$ cat src/rtl/clock.sv
// clock: 1 Hz timekeeping block with three independent engines.
//   - 24-hour time-of-day clock with a manual set mode (carry pulses on day rollover)
//   - up-counting stopwatch (start/stop/reset)
//   - settable down-counting timer with a sticky done flag
// Ports:
//   clk_1Hz, reset           : 1 Hz clock, asynchronous active-high reset
//   set_time_mode, inc_*     : time-of-day set controls
//   stopwatch_mode, *_stopwatch : stopwatch commands (gated by stopwatch_mode)
//   timer_mode, set_timer_mode, inc_timer_*, *_timer : timer commands (gated by timer_mode)
//   seconds/minutes/hours, stopwatch_*, timer_* : binary counts (not BCD), registered
//   is_stopwatch_running, is_timer_running, timer_done, carry : status flags
module clock (
  input  logic       clk_1Hz,
  input  logic       reset,
  input  logic       set_time_mode,
  input  logic       inc_minutes,
  input  logic       inc_hours,
  input  logic       stopwatch_mode,
  input  logic       start_stopwatch,
  input  logic       stop_stopwatch,
  input  logic       reset_stopwatch,
  input  logic       timer_mode,
  input  logic       set_timer_mode,
  input  logic       inc_timer_hours,
  input  logic       inc_timer_minutes,
  input  logic       inc_timer_seconds,
  input  logic       start_timer,
  input  logic       stop_timer,
  input  logic       reset_timer,
  output logic [5:0] seconds,
  output logic [5:0] minutes,
  output logic [4:0] hours,
  output logic [5:0] stopwatch_seconds,
  output logic [5:0] stopwatch_minutes,
  output logic [4:0] stopwatch_hours,
  output logic [5:0] timer_seconds,
  output logic [5:0] timer_minutes,
  output logic [4:0] timer_hours,
  output logic       is_stopwatch_running,
  output logic       is_timer_running,
  output logic       timer_done,
  output logic       carry
);

  logic [5:0] sec_q, sec_d, min_q, min_d;
  logic [4:0] hr_q, hr_d;
  logic       carry_q, carry_d;

  logic [5:0] sw_sec_q, sw_sec_d, sw_min_q, sw_min_d;
  logic [4:0] sw_hr_q, sw_hr_d;
  logic       sw_run_q, sw_run_d;

  logic [5:0] tm_sec_q, tm_sec_d, tm_min_q, tm_min_d;
  logic [4:0] tm_hr_q, tm_hr_d;
  logic       tm_run_q, tm_run_d;
  logic       tm_done_q, tm_done_d;
  logic       tm_nonzero, tm_last, tm_any_inc;

  // Time of day: free-running cascade, or frozen with independent
  // minute/hour bumps while in set mode.
  always_comb begin
    sec_d   = sec_q;
    min_d   = min_q;
    hr_d    = hr_q;
    carry_d = 1'b0;
    if (!set_time_mode) begin
      if (sec_q == 6'd59) begin
        sec_d = 6'd0;
        if (min_q == 6'd59) begin
          min_d = 6'd0;
          if (hr_q == 5'd23) begin
            hr_d    = 5'd0;
            carry_d = 1'b1;
          end else begin
            hr_d = hr_q + 5'd1;
          end
        end else begin
          min_d = min_q + 6'd1;
        end
      end else begin
        sec_d = sec_q + 6'd1;
      end
    end else begin
      if (inc_minutes) min_d = (min_q == 6'd59) ? 6'd0 : min_q + 6'd1;
      if (inc_hours)   hr_d  = (hr_q == 5'd23) ? 5'd0 : hr_q + 5'd1;
    end
  end

  // Stopwatch: counting follows the registered running flag, so the edge
  // that starts it does not count and the edge that stops it still does.
  always_comb begin
    sw_sec_d = sw_sec_q;
    sw_min_d = sw_min_q;
    sw_hr_d  = sw_hr_q;
    sw_run_d = sw_run_q;
    if (sw_run_q) begin
      if (sw_sec_q == 6'd59) begin
        sw_sec_d = 6'd0;
        if (sw_min_q == 6'd59) begin
          sw_min_d = 6'd0;
          sw_hr_d  = (sw_hr_q == 5'd23) ? 5'd0 : sw_hr_q + 5'd1;
        end else begin
          sw_min_d = sw_min_q + 6'd1;
        end
      end else begin
        sw_sec_d = sw_sec_q + 6'd1;
      end
    end
    if (stopwatch_mode) begin
      if (reset_stopwatch) begin
        sw_sec_d = 6'd0;
        sw_min_d = 6'd0;
        sw_hr_d  = 5'd0;
        sw_run_d = 1'b0;
      end else if (stop_stopwatch) begin
        sw_run_d = 1'b0;
      end else if (start_stopwatch) begin
        sw_run_d = 1'b1;
      end
    end
  end

  assign tm_nonzero = (tm_sec_q != 6'd0) || (tm_min_q != 6'd0) || (tm_hr_q != 5'd0);
  // Running with exactly one second left: this edge lands on zero.
  assign tm_last    = tm_run_q && (tm_hr_q == 5'd0) && (tm_min_q == 6'd0) && (tm_sec_q == 6'd1);
  assign tm_any_inc = inc_timer_hours || inc_timer_minutes || inc_timer_seconds;

  // Timer: borrow countdown while running, commands by priority, and the
  // arrival at zero overrides any same-edge command except reset.
  always_comb begin
    tm_sec_d  = tm_sec_q;
    tm_min_d  = tm_min_q;
    tm_hr_d   = tm_hr_q;
    tm_run_d  = tm_run_q;
    tm_done_d = tm_done_q;
    if (tm_run_q) begin
      if (tm_sec_q != 6'd0) begin
        tm_sec_d = tm_sec_q - 6'd1;
      end else begin
        tm_sec_d = 6'd59;
        if (tm_min_q != 6'd0) begin
          tm_min_d = tm_min_q - 6'd1;
        end else begin
          tm_min_d = 6'd59;
          tm_hr_d  = tm_hr_q - 5'd1;
        end
      end
    end
    if (timer_mode && reset_timer) begin
      tm_sec_d  = 6'd0;
      tm_min_d  = 6'd0;
      tm_hr_d   = 5'd0;
      tm_run_d  = 1'b0;
      tm_done_d = 1'b0;
    end else begin
      if (timer_mode) begin
        if (stop_timer) begin
          tm_run_d = 1'b0;
        end else if (start_timer) begin
          if (tm_nonzero) begin
            tm_run_d  = 1'b1;
            tm_done_d = 1'b0;
          end
        end else if (set_timer_mode && !tm_run_q && tm_any_inc) begin
          if (inc_timer_seconds) tm_sec_d = (tm_sec_q == 6'd59) ? 6'd0 : tm_sec_q + 6'd1;
          if (inc_timer_minutes) tm_min_d = (tm_min_q == 6'd59) ? 6'd0 : tm_min_q + 6'd1;
          if (inc_timer_hours)   tm_hr_d  = (tm_hr_q == 5'd23) ? 5'd0 : tm_hr_q + 5'd1;
          tm_done_d = 1'b0;
        end
      end
      if (tm_last) begin
        tm_run_d  = 1'b0;
        tm_done_d = 1'b1;
      end
    end
  end

  // All engine state registers.
  always_ff @(posedge clk_1Hz or posedge reset) begin
    if (reset) begin
      sec_q     <= 6'd0;
      min_q     <= 6'd0;
      hr_q      <= 5'd0;
      carry_q   <= 1'b0;
      sw_sec_q  <= 6'd0;
      sw_min_q  <= 6'd0;
      sw_hr_q   <= 5'd0;
      sw_run_q  <= 1'b0;
      tm_sec_q  <= 6'd0;
      tm_min_q  <= 6'd0;
      tm_hr_q   <= 5'd0;
      tm_run_q  <= 1'b0;
      tm_done_q <= 1'b0;
    end else begin
      sec_q     <= sec_d;
      min_q     <= min_d;
      hr_q      <= hr_d;
      carry_q   <= carry_d;
      sw_sec_q  <= sw_sec_d;
      sw_min_q  <= sw_min_d;
      sw_hr_q   <= sw_hr_d;
      sw_run_q  <= sw_run_d;
      tm_sec_q  <= tm_sec_d;
      tm_min_q  <= tm_min_d;
      tm_hr_q   <= tm_hr_d;
      tm_run_q  <= tm_run_d;
      tm_done_q <= tm_done_d;
    end
  end

  assign seconds              = sec_q;
  assign minutes              = min_q;
  assign hours                = hr_q;
  assign carry                = carry_q;
  assign stopwatch_seconds    = sw_sec_q;
  assign stopwatch_minutes    = sw_min_q;
  assign stopwatch_hours      = sw_hr_q;
  assign is_stopwatch_running = sw_run_q;
  assign timer_seconds        = tm_sec_q;
  assign timer_minutes        = tm_min_q;
  assign timer_hours          = tm_hr_q;
  assign is_timer_running     = tm_run_q;
  assign timer_done           = tm_done_q;

endmodule

$ cat config.mk
export PLATFORM = sky130hd
export DESIGN_NAME = clock
export DESIGN_NICKNAME = d
export VERILOG_FILES = /design/src/rtl/clock.sv
export SDC_FILE = /design/constraint.sdc
export NUM_CORES = 1
export LEC_CHECK = 0
export ABC_AREA = 1
export ABC_CLOCK_PERIOD_IN_PS = 1700
export BUFFER_PORTS_ARGS = -buffer_cell sky130_fd_sc_hd__buf_2
export CORE_UTILIZATION = 40
export DETAILED_ROUTE_END_ITERATION = 16
export SLEW_MARGIN = 10
export SYNTH_ARGS = -nofsm -noshare
export SYNTH_HDL_FRONTEND = slang
export SYNTH_SLANG_ARGS = --single-unit
$ cat constraint.sdc
create_clock -name clk_1Hz -period 1.7 [get_ports clk_1Hz]
set_input_delay 0.17 -clock clk_1Hz [delete_from_list [all_inputs] [get_ports clk_1Hz]]
set_output_delay 0.17 -clock clk_1Hz [all_outputs]
set_load 0.03 [all_outputs]
# Word-level counts from Yosys, hierarchy flattened
# Index checks and enable logic that the tools add are counted.
[totals] in_bits=17 out_inout_bits=55 word_cells=141 register_bits=55
[op_classes] reduce_logical=28 mux=74 n_addsub=12 n_eq_ne=14
[op_table] operator="6-bit two-way mux" count=33
[op_table] operator="5-bit two-way mux" count=21
[op_table] operator="6-bit by 1-bit adder with 6-bit output, second input constant" count=6
[op_table] operator="6-bit equality test, second input constant" count=6
[op_table] operator="1-bit two-way mux" count=20
[op_table] operator="5-bit by 1-bit adder with 5-bit output, second input constant" count=3
[op_table] operator="5-bit equality test, second input constant" count=3
[op_table] operator="4-bit nonzero test" count=3
[op_table] operator="6-bit nonzero test" count=2
[op_table] operator="6-bit by 1-bit subtractor with 6-bit output, second input constant" count=2
[op_table] operator="6-bit by 1-bit equality test with 1-bit output, second input constant" count=1
[op_table] operator="1-bit logical AND" count=6
[op_table] operator="6-bit logical NOT" count=1
[op_table] operator="3-bit AND reduction" count=2
[op_table] operator="3-bit nonzero test" count=2
[op_table] operator="5-bit logical NOT" count=1
[op_table] operator="5-bit nonzero test" count=1
[op_table] operator="5-bit by 1-bit subtractor with 5-bit output, second input constant" count=1
[op_table] operator="1-bit logical OR" count=4
[op_table] operator="2-bit by 1-bit != test with 1-bit output, second input constant" count=2
[op_table] operator="4-bit by 1-bit != test with 1-bit output, second input constant" count=1
[op_table] operator="2-bit AND reduction" count=2
[op_table] operator="4-bit AND reduction" count=1
[op_table] operator="2-bit nonzero test" count=2
[op_table] operator="2 further kinds" count=2

# Longest topological paths before layout
[logic_depth] word_depth=10 ltp_mapped=12 mapped_depth_nobuf=12

# Least setup slack after synthesis
# Ideal clock, no wire load.
[synth_path] path_kind="register to register" from="register min_q[0] (netlist: minutes[0])" to="register hr_q[2] (netlist: hours[2])" setup_ns=0.122 path_stages_with_launch=10 path_slack_ns=-0.015 t_arrival_ns=1.593 path_buffers=0 period_less_slack_ns=1.715 required_time_ns=1.578 path_cell_list="dfrtp_1 > ha_1 > inv_1 > nor2_1 > nand3_1 > inv_1 > nand2_1 > nand2_2 > nand2_1 > xor2_1"
[synth_between] elab_chain_cells=3
[synth_rtl] element="start, declared" line_no="45" text="logic [5:0] sec_q, sec_d, min_q, min_d;"
[synth_rtl] element="start signal, assigned" line_no="196" text="min_q <= min_d;"
[synth_rtl] element="6-bit equality test" line_no="69" text="if (min_q == 6'd59) begin"
[synth_rtl] element="2-bit nonzero test (no source line)"
[synth_rtl] element="3-bit AND reduction (no source line)"
[synth_rtl] element="end signal, assigned" line_no="197" text="hr_q <= hr_d;"
[synth_rtl] element="end, declared" line_no="46" text="logic [4:0] hr_q, hr_d;"
# No other way between the ends.
# A chain may end at the register's enable or synchronous reset.

# Final worst setup path
[layout_path] from="register tm_hr_q[1] (netlist: timer_hours[1])" to="register tm_done_q (netlist: timer_done)"
[layout_between] elab_chain_cells=6 elab_cells_between_ends=13 cone_classes="eq/ne: 2; mux: 2; reduce/logical: 9"
[layout_rtl] element="start, declared" line_no="54" text="logic [4:0] tm_hr_q, tm_hr_d;"
[layout_rtl] element="start signal, assigned" line_no="205" text="tm_hr_q <= tm_hr_d;"
[layout_rtl] element="5-bit logical NOT" line_no="125" text="assign tm_last = tm_run_q && (tm_hr_q == 5'd0) && (tm_min_q == 6'd0) && (tm_sec_q == 6'd1);"
[layout_rtl] element="1-bit logical AND (3 in series)" line_no="125"
[layout_rtl] element="4-bit by 1-bit != test with 1-bit output (no source line), or another cell as far along"
[layout_rtl] element="4-bit AND reduction (no source line) / 1-bit two-way mux (equally long branches)"
[layout_rtl] element="end signal, assigned" line_no="207" text="tm_done_q <= tm_done_d;"
[layout_rtl] element="end, declared" line_no="56" text="logic tm_done_q, tm_done_d;"
# Parallel ways exist; a longest one is shown, timed or not.

==> PnR_summary.wiki <==
{| class="wikitable"
! Metric !! Value
|-
| Status || finished clean
|-
| Largest area contributor in the netlist || sky130_fd_sc_hd__dfrtp_1
|-
| Clock H-tree levels || 2
|-
| Synthesis-stage register bit count || 55
|-
| Critical path's most frequent cell || sky130_fd_sc_hd__nand2_1
|-
| Chip Width || 96.1 um
|-
| Clock slew at reported path FFs || 0.11 ns
|-
| Finished Cell Area || 4410 um^2
|-
| Global-route wire length before repair || around 13000 um
|-
| Total detailed-routing wirelength || 8290 um
|-
| Highest attainable clock frequency || about 600 MHz
|-
| Share of synthesized flip-flops with an asynchronous set or reset || 100%
|-
| Area Growth Syn to Fin || 24.6%
|-
| Gate count of the mapped netlist || 469
|-
| Post-synth EDFFs || 0
|-
| Startpoint class of the critical path || flip-flop
|-
| Layout cells sized above 1 || 26.0%
|-
| Critical path class || flip-flop to flip-flop
|-
| Remaining number of nets flagged by the antenna check after routing || 0
|-
| FP Rows || 33
|-
| Placed Instance Area || 4170 um^2
|-
| Adder and majority gate portion of the synthesized area || 5.30%
|-
| Worst hold path endpoint || is_stopwatch_running
|-
| Required arrival time at the worst endpoint || 1.91 ns
|-
| TritonCTS clock tree || built
|-
| Max incr delay on CP || 0.40 ns
|-
| Compound-gate portion of the synthesized area || 11.3%
|-
| Worst Max-Slew Pin Slew || around 0.3 ns
|-
| Reg-to-Reg End || timer_done
|-
| Post-synthesis average cell area || 7.55 um^2
|-
| Number of buffers inserted by port buffering || 71
|-
| Class of the tightest hold or removal check || primary input to flip-flop
|-
| Core region area || 8380 um^2
|-
| Global placer's final weighted congestion || ~0.86
|-
| Post-synthesis sequential area ratio || 38.9%
|-
| Length in cells of the worst reg-to-reg path || 11
|-
| PwrDens || around 1500 nW/um^2
|-
| Worst Path Max Fanout || 4
|-
| Via count of the first global-routing pass || 2971
|-
| Routed via count || 3422
|-
| Main combinational cell family by area after synthesis || simple AND/OR/NAND/NOR gates
|-
| Antenna diode count || 0
|-
| Pleak || about 2.3 nW
|-
| Ranking of synthesized cells by area || sky130_fd_sc_hd__dfrtp_1, sky130_fd_sc_hd__nand2_1, sky130_fd_sc_hd__inv_1
|-
| Synth Warn # || 0
|-
| Clk sink count || 55
|-
| Layout fillers || ~830
|-
| Setup repair after global routing missed its margin || yes
|-
| Via count normalized by instance count || between 5 and 6
|-
| Minimum setup slack among reg-to-reg paths || 0.08 ns
|-
| Number of nets produced by synthesis || 501
|-
| First-pass DRT Iterations || 4
|-
| Max-slew headroom at the worst pin || around four fifths
|-
| Number of distinct library cell variants in the gate-level netlist after synthesis || 39
|-
| Share of cell area taken by muxes after synthesis || 0%
|-
| Average wire per cell in the routed design || 12.1 um
|-
| Cells along the critical path || inv_1, ha_2, inv_1, nor2_1, nand2_2, nor2_2, nand3_2, nand2_1, nand2_1, o21bai_1, nand2_1
|-
| Top_reg_cell synth || sky130_fd_sc_hd__dfrtp_1
|-
| Number of endpoints failing setup at the final stage || 0
|-
| Data arrival time of the critical path || 1.83 ns
|-
| Height of the die || 96.1 um
|-
| Final HPWL DP || ~6000 um
|-
| Die Area || a little over 9000 um^2
|-
| Number of max-slew violations in the final report || 0
|-
| Number of nets in the finished design || 609
|-
| Top-level port count || slightly above 70
|-
| Capturing element type of the critical path || flip-flop
|-
| Largest net degree at the start of global routing || 47
|-
| MaxCap Viol Count || 0
|-
| Portion of synthesized cell area occupied by the leading cell type || 38.9%
|-
| Clock Tree Root || sky130_fd_sc_hd__clkbuf_8
|-
| Final hold violations || 0
|-
| Largest buffer count on any clock path || 2
|-
| Final period util || 95.1%
|-
| Hold Path Origin || stop_stopwatch
|-
| Antenna violations before repair || 0
|-
| Worst path setup slack after routing || 0.0827 ns
|-
| Global route total overflow || 0
|-
| Worst Hold Path Cells || 3
|-
| CTS buffer count || 5
|-
| Total Routing Usage GR || 18.0%
|-
| Synthesized-area fraction occupied by and/or/nand/nor cells || 30.9%
|-
| DRC violations left || 0
|-
| Initial core utilization || 42.2%
|-
| First DRT Iteration DRCs || 129
|-
| Setup slack after placement || 0.0606 ns
|-
| Clock latency reported for the late side of the worst-skew pair || slightly above 0.3 ns
|-
| Xor/xnor share of the synthesized area || under 10%
|-
| Maximum clock skew at final layout || 0.0136 ns
|-
| Startpoint of the worst register-to-register path || timer_hours[1]
|-
| Total standard cell area after synthesis || 3540 um^2
|-
| Largest vdd supply drop || 0.000638 V
|-
| Slowest CP cell || sky130_fd_sc_hd__dfrtp_1
|-
| Final critical path time including I/O delays and setup || 1.62 ns
|-
| Worst hold margin || 0.0910 ns
|}
-- report_power, final --
part           internal (mW)  switching [mW]
clock network          0.299           0.464
registers               1.69           0.356
logic                   1.27            2.41
total                   3.26            3.23
-- repair_timing --
action	CTS	global route
gates resized for setup	0	17
hold buffers	1	0
endpoints found under the hold margin	9	0
setup endpoints to repair	0	22
buffers inserted	0	13
-- metal layers --
layer  routed length (um)  track usage (%)  up-vias
li1                     -                -     1755
met1                 3980             24.6     1596
met2                 3930             30.2       66
met3                  321             2.76        5
met4                   48             3.73        0
met5                    0                0        -
-- cell usage in the layout (no fill, tap or decap), types with 5 or more instances in the layout --
cell type	instances
sky130_fd_sc_hd__nand4_1	12
sky130_fd_sc_hd__a21oi_1	28
sky130_fd_sc_hd__nor2_1	58
sky130_fd_sc_hd__buf_4	35
sky130_fd_sc_hd__clkbuf_8	5
sky130_fd_sc_hd__nand3_1	48
sky130_fd_sc_hd__nor3_1	12
sky130_fd_sc_hd__inv_2	6
sky130_fd_sc_hd__dfrtp_1	51
sky130_fd_sc_hd__inv_1	64
sky130_fd_sc_hd__buf_2	71
sky130_fd_sc_hd__xor2_1	14
sky130_fd_sc_hd__nand2_1	71
sky130_fd_sc_hd__nor2_4	5
sky130_fd_sc_hd__o21ai_0	26
sky130_fd_sc_hd__ha_1	13
-- flip-flops by register name (all words and copies together), names as in the netlist --
| signal | flops |
|---|---|
| carry | 1 |
| hours | 5 |
| is_stopwatch_running | 1 |
| is_timer_running | 1 |
| minutes | 6 |
| seconds | 6 |
| stopwatch_hours | 5 |
| stopwatch_minutes | 6 |
| stopwatch_seconds | 6 |
| timer_done | 1 |
| timer_hours | 5 |
| timer_minutes | 6 |
| timer_seconds | 6 |
-- through the flow --
step	utilization [%]	setup TNS, ns	power (mW)	instances
after floorplan	-	0	4.53	469
after global placement	49.7	0	5.55	661
after detailed placement	49.7	0	5.61	661
after CTS	50.9	0	6.41	670
after global routing	52.6	-0.0464	7.04	683
final	52.6	0	6.49	683
-- cells by family after synthesis --
| family | after synthesis |
|---|---|
| xor gates and xnor gates | 18 |
| DFF | 55 |
| AOI/OAI and AO/OA | 72 |
| buffers and inverters | 79 |
| and+or+nand+nor | 230 |
| adders and majority gates | 15 |
-- cell usage after synthesis (2+ instances only) --
| cell type | instances |
|---|---|
| sky130_fd_sc_hd__o211ai_1 | 3 |
| sky130_fd_sc_hd__inv_1 | 68 |
| sky130_fd_sc_hd__nor3b_1 | 2 |
| sky130_fd_sc_hd__o21ai_0 | 28 |
| sky130_fd_sc_hd__ha_1 | 15 |
| sky130_fd_sc_hd__clkbuf_1 | 2 |
| sky130_fd_sc_hd__dfrtp_1 | 55 |
| sky130_fd_sc_hd__nand2_1 | 72 |
| sky130_fd_sc_hd__xnor2_1 | 4 |
| sky130_fd_sc_hd__clkbuf_2 | 2 |
| sky130_fd_sc_hd__nor2_4 | 5 |
| sky130_fd_sc_hd__inv_2 | 2 |
| sky130_fd_sc_hd__nand3_1 | 49 |
| sky130_fd_sc_hd__buf_6 | 2 |
| sky130_fd_sc_hd__nor3_1 | 12 |
| sky130_fd_sc_hd__nand2_2 | 3 |
| sky130_fd_sc_hd__o21bai_1 | 4 |
| sky130_fd_sc_hd__and3_1 | 3 |
| sky130_fd_sc_hd__nor2_1 | 60 |
| sky130_fd_sc_hd__nand4_1 | 12 |
| sky130_fd_sc_hd__nand3b_1 | 4 |
| sky130_fd_sc_hd__a31oi_1 | 2 |
| sky130_fd_sc_hd__xor2_1 | 14 |
| sky130_fd_sc_hd__o21a_1 | 4 |
| sky130_fd_sc_hd__a21oi_1 | 28 |
-- worst max path at each step --
| stage | start | end | cells after the start |
|---|---|---|---|
| after floorplan | stopwatch_minutes[1] | stopwatch_hours[0] | 7 |
| after global placement | timer_hours[1] | timer_done | 11 |
| after detailed placement | stopwatch_minutes[1] | stopwatch_hours[0] | 7 |
| after CTS | stopwatch_minutes[1] | stopwatch_hours[0] | 7 |
| after global routing | timer_hours[1] | timer_done | 11 |
| final | timer_hours[1] | timer_done | 11 |
-- worst max-delay path, delay by kind of cell, from the launching register on --
kind	cells	cell delay [ns]
buffers and inverters	2	0.15
flip-flops	1	0.40
AO/OA/AOI/OAI	1	0.13
adder cells (fa/ha/maj)	1	0.21
AND/OR/NAND/NOR	7	0.64
-- area by class of cell --
type / instances / area, um^2 / share of cell area (%)
Multi-Input combinational cell: 335 / 1880 / 42.6
Sequential cell: 55 / 1380 / 31.3
Timing Repair Buffer: 108 / 648 / 14.7
Inverter: 72 / 279 / 6.33
Tap cell: 105 / 131 / 2.98
Clock buffer: 5 / 68.8 / 1.56
Clock inverter: 3 / 23.8 / 0.539
Note: power is estimated with default switching activity, not from simulation.
